## config.mk

```make
export PLATFORM = sky130hd
export DESIGN_NAME = alu_cmd_driver_flat
export DESIGN_NICKNAME = d
export VERILOG_FILES = /design/src/rtl/alu_drv_pkg.sv /design/src/rtl/alu_cmd_driver_if.sv /design/src/rtl/alu_drv_stats.sv /design/src/rtl/alu_cmd_driver.sv /design/src/flat_wrapper.sv
export SDC_FILE = /design/constraint.sdc
export NUM_CORES = 1
export LEC_CHECK = 0
export ABC_AREA = 1
export CAP_MARGIN = 20
export CORE_UTILIZATION = 37
export DETAILED_ROUTE_END_ITERATION = 12
export PLACE_DENSITY = 0.76
export REMOVE_ABC_BUFFERS = 1
export SETUP_SLACK_MARGIN = 0.05
export SLEW_MARGIN = 20
export SYNTH_ARGS = -nofsm -noshare
export SYNTH_HDL_FRONTEND = slang
export SYNTH_SLANG_ARGS = --single-unit
```

## constraint.sdc

```tcl
create_clock -name clk -period 1.15 [get_ports clk]
set_input_delay 0.23 -clock clk [delete_from_list [all_inputs] [get_ports clk]]
set_output_delay 0.23 -clock clk [all_outputs]
set_load 0.05 [all_outputs]
```

## src/rtl/alu_drv_pkg.sv

```systemverilog
// Shared definitions for the ALU command driver: ALU mode codes, the driver
// FSM state encoding and the helper that tells which modes produce valid
// carry/overflow flags.
package alu_drv_pkg;

    localparam logic [3:0] MODE_LSL = 4'd0;
    localparam logic [3:0] MODE_ADD = 4'd4;
    localparam logic [3:0] MODE_SUB = 4'd5;
    localparam logic [3:0] MODE_CMP = 4'd13;
    localparam logic [3:0] MODE_FFO = 4'd15;

    typedef enum logic [1:0] {
        IDLE  = 2'd0,
        ISSUE = 2'd1,
        DONE  = 2'd2
    } state_t;

    // Only the arithmetic modes drive Cout/Overflow; everything else is junk.
    function automatic logic has_flags(input logic [3:0] mode);
        return (mode == MODE_ADD) || (mode == MODE_SUB);
    endfunction

endpackage

```

## src/rtl/alu_cmd_driver_if.sv

```systemverilog
// Command stream, ALU operand/result wires and result stream of the ALU
// command driver. The slave modport is the driver, master is its environment
// (sequencer + ALU + result consumer).
interface alu_cmd_driver_if #(
    parameter int N = 16,
    parameter int M = 4
);
    logic         cmd_valid;
    logic         cmd_ready;
    logic [M-1:0] cmd_mode;
    logic [N-1:0] cmd_a;
    logic [N-1:0] cmd_b;
    logic         cmd_cin;
    logic         cmd_chain;

    logic [N-1:0] alu_a;
    logic [N-1:0] alu_b;
    logic         alu_cin;
    logic [M-1:0] alu_mode;
    logic [N-1:0] alu_y;
    logic         alu_cout;
    logic         alu_ovf;

    logic         res_valid;
    logic         res_ready;
    logic [N-1:0] res_y;
    logic         res_cout;
    logic         res_ovf;
    logic [M-1:0] res_mode;

    modport slave (
        input  cmd_valid, cmd_mode, cmd_a, cmd_b, cmd_cin, cmd_chain,
        input  alu_y, alu_cout, alu_ovf, res_ready,
        output cmd_ready, alu_a, alu_b, alu_cin, alu_mode,
        output res_valid, res_y, res_cout, res_ovf, res_mode
    );

    modport master (
        output cmd_valid, cmd_mode, cmd_a, cmd_b, cmd_cin, cmd_chain,
        output alu_y, alu_cout, alu_ovf, res_ready,
        input  cmd_ready, alu_a, alu_b, alu_cin, alu_mode,
        input  res_valid, res_y, res_cout, res_ovf, res_mode
    );

endinterface

```

## src/rtl/alu_drv_stats.sv

```systemverilog
// Saturating operation / overflow counters for the ALU command driver.
// Only instantiated when ALU_DRV_STATS_EN is defined.
module alu_drv_stats (
    input  logic        clk,
    input  logic        rst_n,
    input  logic        issue,
    input  logic        ovf,
    output logic [15:0] stat_ops,
    output logic [15:0] stat_ovf
);

    // Count issued operations and qualified overflows, sticking at all-ones.
    always_ff @(posedge clk or negedge rst_n) begin
        if (!rst_n) begin
            stat_ops <= '0;
            stat_ovf <= '0;
        end else begin
            if (issue && (stat_ops != 16'hFFFF))
                stat_ops <= stat_ops + 16'd1;
            if (issue && ovf && (stat_ovf != 16'hFFFF))
                stat_ovf <= stat_ovf + 16'd1;
        end
    end

endmodule

```

## src/rtl/alu_cmd_driver.sv

```systemverilog
// ALU command driver: registers operands for the combinational ALU, captures
// its result one cycle later and offers it on a valid/ready result stream.
// cmd_chain reuses the last captured Y as operand A.
// Optional: define ALU_DRV_STATS_EN to add stat_ops/stat_ovf counters.
module alu_cmd_driver
    import alu_drv_pkg::*;
#(
    parameter int N = 16,
    parameter int M = 4
) (
    input  logic              clk,
    input  logic              rst_n,
    alu_cmd_driver_if.slave   bus
`ifdef ALU_DRV_STATS_EN
    ,
    output logic [15:0]       stat_ops,
    output logic [15:0]       stat_ovf
`endif
);

    state_t       state;
    logic [N-1:0] acc;
    logic         accept;
    logic         flags_ok;

    // A new command can enter when idle, or when the held result leaves now.
    assign bus.cmd_ready = (state == IDLE) || ((state == DONE) && bus.res_ready);
    assign accept        = bus.cmd_valid && bus.cmd_ready;
    assign flags_ok      = has_flags(bus.alu_mode);

    // Driver FSM: load operands on accept, capture ALU output in ISSUE, hold in DONE.
    always_ff @(posedge clk or negedge rst_n) begin
        if (!rst_n) begin
            state         <= IDLE;
            acc           <= '0;
            bus.alu_a     <= '0;
            bus.alu_b     <= '0;
            bus.alu_cin   <= 1'b0;
            bus.alu_mode  <= '0;
            bus.res_valid <= 1'b0;
            bus.res_y     <= '0;
            bus.res_cout  <= 1'b0;
            bus.res_ovf   <= 1'b0;
            bus.res_mode  <= '0;
        end else begin
            if (accept) begin
                bus.alu_a    <= bus.cmd_chain ? acc : bus.cmd_a;
                bus.alu_b    <= bus.cmd_b;
                bus.alu_cin  <= bus.cmd_cin;
                bus.alu_mode <= bus.cmd_mode;
            end
            case (state)
                IDLE: begin
                    if (accept)
                        state <= ISSUE;
                end
                ISSUE: begin
                    bus.res_y     <= bus.alu_y;
                    bus.res_mode  <= bus.alu_mode;
                    acc           <= bus.alu_y;
                    bus.res_cout  <= flags_ok & bus.alu_cout;
                    bus.res_ovf   <= flags_ok & bus.alu_ovf;
                    bus.res_valid <= 1'b1;
                    state         <= DONE;
                end
                DONE: begin
                    if (bus.res_ready) begin
                        bus.res_valid <= 1'b0;
                        state         <= accept ? ISSUE : IDLE;
                    end
                end
                default: state <= IDLE;
            endcase
        end
    end

`ifdef ALU_DRV_STATS_EN
    alu_drv_stats u_stats (
        .clk      (clk),
        .rst_n    (rst_n),
        .issue    (state == ISSUE),
        .ovf      (flags_ok & bus.alu_ovf),
        .stat_ops (stat_ops),
        .stat_ovf (stat_ovf)
    );
`endif

endmodule

```

## src/flat_wrapper.sv

```systemverilog
// flat-port wrapper written by rule: the top's interface ports become plain ports
module alu_cmd_driver_flat import alu_drv_pkg::*;
#(
    parameter int N = 16,
    parameter int M = 4
)
  (clk, rst_n, bus_cmd_valid, bus_cmd_mode, bus_cmd_a, bus_cmd_b, bus_cmd_cin, bus_cmd_chain, bus_alu_y, bus_alu_cout, bus_alu_ovf, bus_res_ready, bus_cmd_ready, bus_alu_a, bus_alu_b, bus_alu_cin, bus_alu_mode, bus_res_valid, bus_res_y, bus_res_cout, bus_res_ovf, bus_res_mode);
  alu_cmd_driver_if #(.N(N), .M(M)) bus_i ();
  input  logic clk;
  input  logic rst_n;
  input wire logic [$bits(bus_i.cmd_valid)-1:0] bus_cmd_valid;
  input wire logic [$bits(bus_i.cmd_mode)-1:0] bus_cmd_mode;
  input wire logic [$bits(bus_i.cmd_a)-1:0] bus_cmd_a;
  input wire logic [$bits(bus_i.cmd_b)-1:0] bus_cmd_b;
  input wire logic [$bits(bus_i.cmd_cin)-1:0] bus_cmd_cin;
  input wire logic [$bits(bus_i.cmd_chain)-1:0] bus_cmd_chain;
  input wire logic [$bits(bus_i.alu_y)-1:0] bus_alu_y;
  input wire logic [$bits(bus_i.alu_cout)-1:0] bus_alu_cout;
  input wire logic [$bits(bus_i.alu_ovf)-1:0] bus_alu_ovf;
  input wire logic [$bits(bus_i.res_ready)-1:0] bus_res_ready;
  output wire logic [$bits(bus_i.cmd_ready)-1:0] bus_cmd_ready;
  output wire logic [$bits(bus_i.alu_a)-1:0] bus_alu_a;
  output wire logic [$bits(bus_i.alu_b)-1:0] bus_alu_b;
  output wire logic [$bits(bus_i.alu_cin)-1:0] bus_alu_cin;
  output wire logic [$bits(bus_i.alu_mode)-1:0] bus_alu_mode;
  output wire logic [$bits(bus_i.res_valid)-1:0] bus_res_valid;
  output wire logic [$bits(bus_i.res_y)-1:0] bus_res_y;
  output wire logic [$bits(bus_i.res_cout)-1:0] bus_res_cout;
  output wire logic [$bits(bus_i.res_ovf)-1:0] bus_res_ovf;
  output wire logic [$bits(bus_i.res_mode)-1:0] bus_res_mode;
  assign bus_i.cmd_valid = bus_cmd_valid;
  assign bus_i.cmd_mode = bus_cmd_mode;
  assign bus_i.cmd_a = bus_cmd_a;
  assign bus_i.cmd_b = bus_cmd_b;
  assign bus_i.cmd_cin = bus_cmd_cin;
  assign bus_i.cmd_chain = bus_cmd_chain;
  assign bus_i.alu_y = bus_alu_y;
  assign bus_i.alu_cout = bus_alu_cout;
  assign bus_i.alu_ovf = bus_alu_ovf;
  assign bus_i.res_ready = bus_res_ready;
  assign bus_cmd_ready = bus_i.cmd_ready;
  assign bus_alu_a = bus_i.alu_a;
  assign bus_alu_b = bus_i.alu_b;
  assign bus_alu_cin = bus_i.alu_cin;
  assign bus_alu_mode = bus_i.alu_mode;
  assign bus_res_valid = bus_i.res_valid;
  assign bus_res_y = bus_i.res_y;
  assign bus_res_cout = bus_i.res_cout;
  assign bus_res_ovf = bus_i.res_ovf;
  assign bus_res_mode = bus_i.res_mode;
  alu_cmd_driver #(.N(N), .M(M)) u_core (.clk(clk), .rst_n(rst_n), .bus(bus_i));
endmodule
```

==> summary.md <==
| Metric | Value |
|---|---|
| Status | complete, but fails checks |
| Failing checks | setup timing |
| Flip-flop and latch area | 0.00156 sq mm |
| Die Span Y | between 80 and 90 um |
| Period utilization | 123% |
| DRT iter0 DRCs | about 120 |
| DIE WIDTH | approximately 86 um |
| Antenna cells | 0 |
| H-tree levels | 3 |
| Fmax | between 700 and 800 MHz |
| Worst skew pair latency | approximately 0.33 ns |
| Reg2Reg Depth | 8 |
| Worst flop-to-flop path endpoint | u_core.bus.alu_a[15] |
| Post-synthesis sequential area ratio | 59.3% |
| Via count | 2872 |
| Initial antenna violation count | 0 |
| Most common cell after layout, fill and taps aside | nand2_1 |
| Leading cell types in the layout, fill and taps excluded | nand2_1, buf_12, dfrtp_1, clkdlybuf4s50_1, buf_4 |
| # setup viols final | 69 |
| RSZ-0062 raised after global routing | true |
| Max-slew violation count | 0 |
| Port-buffer cells | 120 |
| Overall routing resource usage | a little under a quarter |
| CTS tree | yes |
| Final hold violations | 0 |
| Multi-input logic area | about 0.0011 sq mm |
| CTS Root Cell | clkbuf_8 |
| CP arrival | 1.18 ns |
| Inserted Clock Buffers | 9 |
| Grt ovf | 0 |
| DRC errors left | 0 |
| CP Class | reg -> out |
| Worst min-delay path category | in -> reg |
| Crit path max fanout | 2 |
| Maximum VDD drop | between 0.001 and 0.0015 V |
| Hold Path Depth | 2 |
| Dpl hpwl | between 5000 and 6000 um |
| Syn Area/Cell | 8.20 sq um |
| PnR Total Power | 0.0136 W |
| DRT antenna net count | 0 |
| Wire per inst | ~16 um |
| Gp weighted congestion | 0.781 |
| CTS sink count | 62 |
| Syn Std Cell Area | 0.00262 sq mm |
| Nets | 560 |
| Pwr/cell area | between 2000 and 2500 mW/mm^2 |
| Full die area | 0.00741 sq mm |
| Leakage power | 2.78 nW |
| Crit end category | output pin |
| Reg-to-reg setup timing slack | -0.23 ns |
| Max-cap viol count | 0 |
| Final worst-path setup slack | -0.259 ns |
| WP data required | 0.92 ns |
| Wirelength, routed | ~9400 um |
| R2r startpoint | u_core.state[1] |
| Critical Path Source Type | register |
| # rows | 30 |
| Area Growth Syn to Fin | 111% |
| Final Critical Period | between 1 and 1.5 ns |
| Largest net degree at the start of global routing | 63 |
| Vias in the first global route | 2719 |
| Hold Path End | u_core.state[1] |
| Clk slew on worst S/H paths | roughly 0.070 ns |
| Pre-antenna DRT Iters | 5 |
| Pre-CTS WS | -0.345 ns |
| Drt via density | around 4.8 |
| Layout cells sized above 1 | 36.1% |
| Count of state elements after synthesis | a little over 60 |
| Core ar. | 0.00679 sq mm |
| Yosys cell types | 13 |
| Slew HR | 74.3% |
| Fillers | 369 |
| First-pass GRT wire length | approximately 13000 um |
| Setup Skew | around 0.007 ns |
| Synthesis Warnings | 0 |
| Worst setup path start | u_core.state[1] |
| Initial Utilization | 38.5% |
| Bufs on Longest Clock Path | 2 |
| Post-synthesis cell count | between 300 and 400 |
| IO Pins | 121 |
| Worst slew pin tran | 0.385 ns |
| Hold Path Origin | bus_res_ready |
## power by group
| group | internal (W) | total, W | switching, W |
|---|---|---|---|
| registers | 0.00286 | 0.00365 | 0.000788 |
| clock network | 0.00116 | 0.00198 | 0.000816 |
| logic | 0.00398 | 0.00794 | 0.00395 |
## cells in the mapped netlist (all sizes together)
cell type / instances / share of area [%]
dfrtp: 62 / 59
nand3: 39 / 7.5
clkbuf: 2 / 0.29
nand2: 187 / 27
o21ai: 3 / 0.57
inv: 6 / 0.86
buf: 17 / 4.0
nor2: 1 / 0.14
a21oi: 1 / 0.33
nor3: 1 / 0.19
## registers in the layout, indices dropped and copies added (netlist names)
register,flops
u_core.bus.res_mode,4
u_core.bus.alu_b,16
u_core.bus.alu_mode,4
u_core.bus.alu_a,16
u_core.bus.res_cout,1
u_core.bus.alu_cin,1
u_core.bus.res_valid,1
u_core.state,2
u_core.bus.res_ovf,1
u_core.bus.res_y,16
## worst max-delay path by stage
stage	end	slack, ns	cells past startpoint
final	bus_cmd_ready	-0.26	3
after CTS	bus_cmd_ready	-0.27	3
after floorplan	u_core.bus.alu_a[0]	-1.76	4
after detailed placement	u_core.bus.alu_mode[2]	-0.35	7
after global placement	bus_cmd_ready	-0.34	5
after global routing	bus_cmd_ready	-0.31	3
## layer usage
metal	part of all wire, %	global-route usage (%)
met5	0	0
met4	1.4	7.88
met3	5.6	6.16
met2	56	44.1
met1	37	26.9
## timing repair
item / 4_1_cts / 5_1_grt
endpoints found under the setup margin: 108 / 120
buffers inserted: 21 / 23
cloned: 2 / 4
hold buffers: 1 / 0
hold endpoints to repair: 62 / 0
pin swaps: 2 / 21
resized for setup: 12 / 49
## logic make-up after synthesis
group | count (synthesis) | synth area share, %
buffers and inverters | 25 | 5.17
AOI/OAI and AO/OA | 4 | 0.909
and+or+nand+nor | 228 | 34.6
DFF | 62 | 59.3
## metrics by stage
| step | instances | setup TNS (ns) | hold slack [ns] | util [%] | cell area (sq um) |
|---|---|---|---|---|---|
| floorplan | 300 | -85.04 | -0.0656 | - | 2500 |
| global placement | 535 | -12.23 | 0.264 | 68.2 | 4630 |
| detailed placement | 535 | -12.74 | 0.265 | 68.2 | 4630 |
| CTS | 574 | -2.19 | 0.246 | 74.7 | 5070 |
| global route | 600 | -12.16 | 0.252 | 81.3 | 5520 |
| finish | 600 | -7.60 | 0.260 | 81.3 | 5520 |
## final cells by class
cell class / count / share of cell area, %
clock buffer: 12 / 2.99
tap: 96 / 2.18
multi-input combinational: 232 / 19.5
clock inverter: 3 / 0.770
timing repair buffer: 189 / 45.9
sequential: 62 / 28.2
inverter: 6 / 0.453
## critical path, cell delays in order (launching register included)
cell     delay (ns)
dfrtp_1        0.41
a21oi_4        0.18
buf_6          0.13
buf_12         0.13
Note: power is estimated with default switching activity, not from simulation.
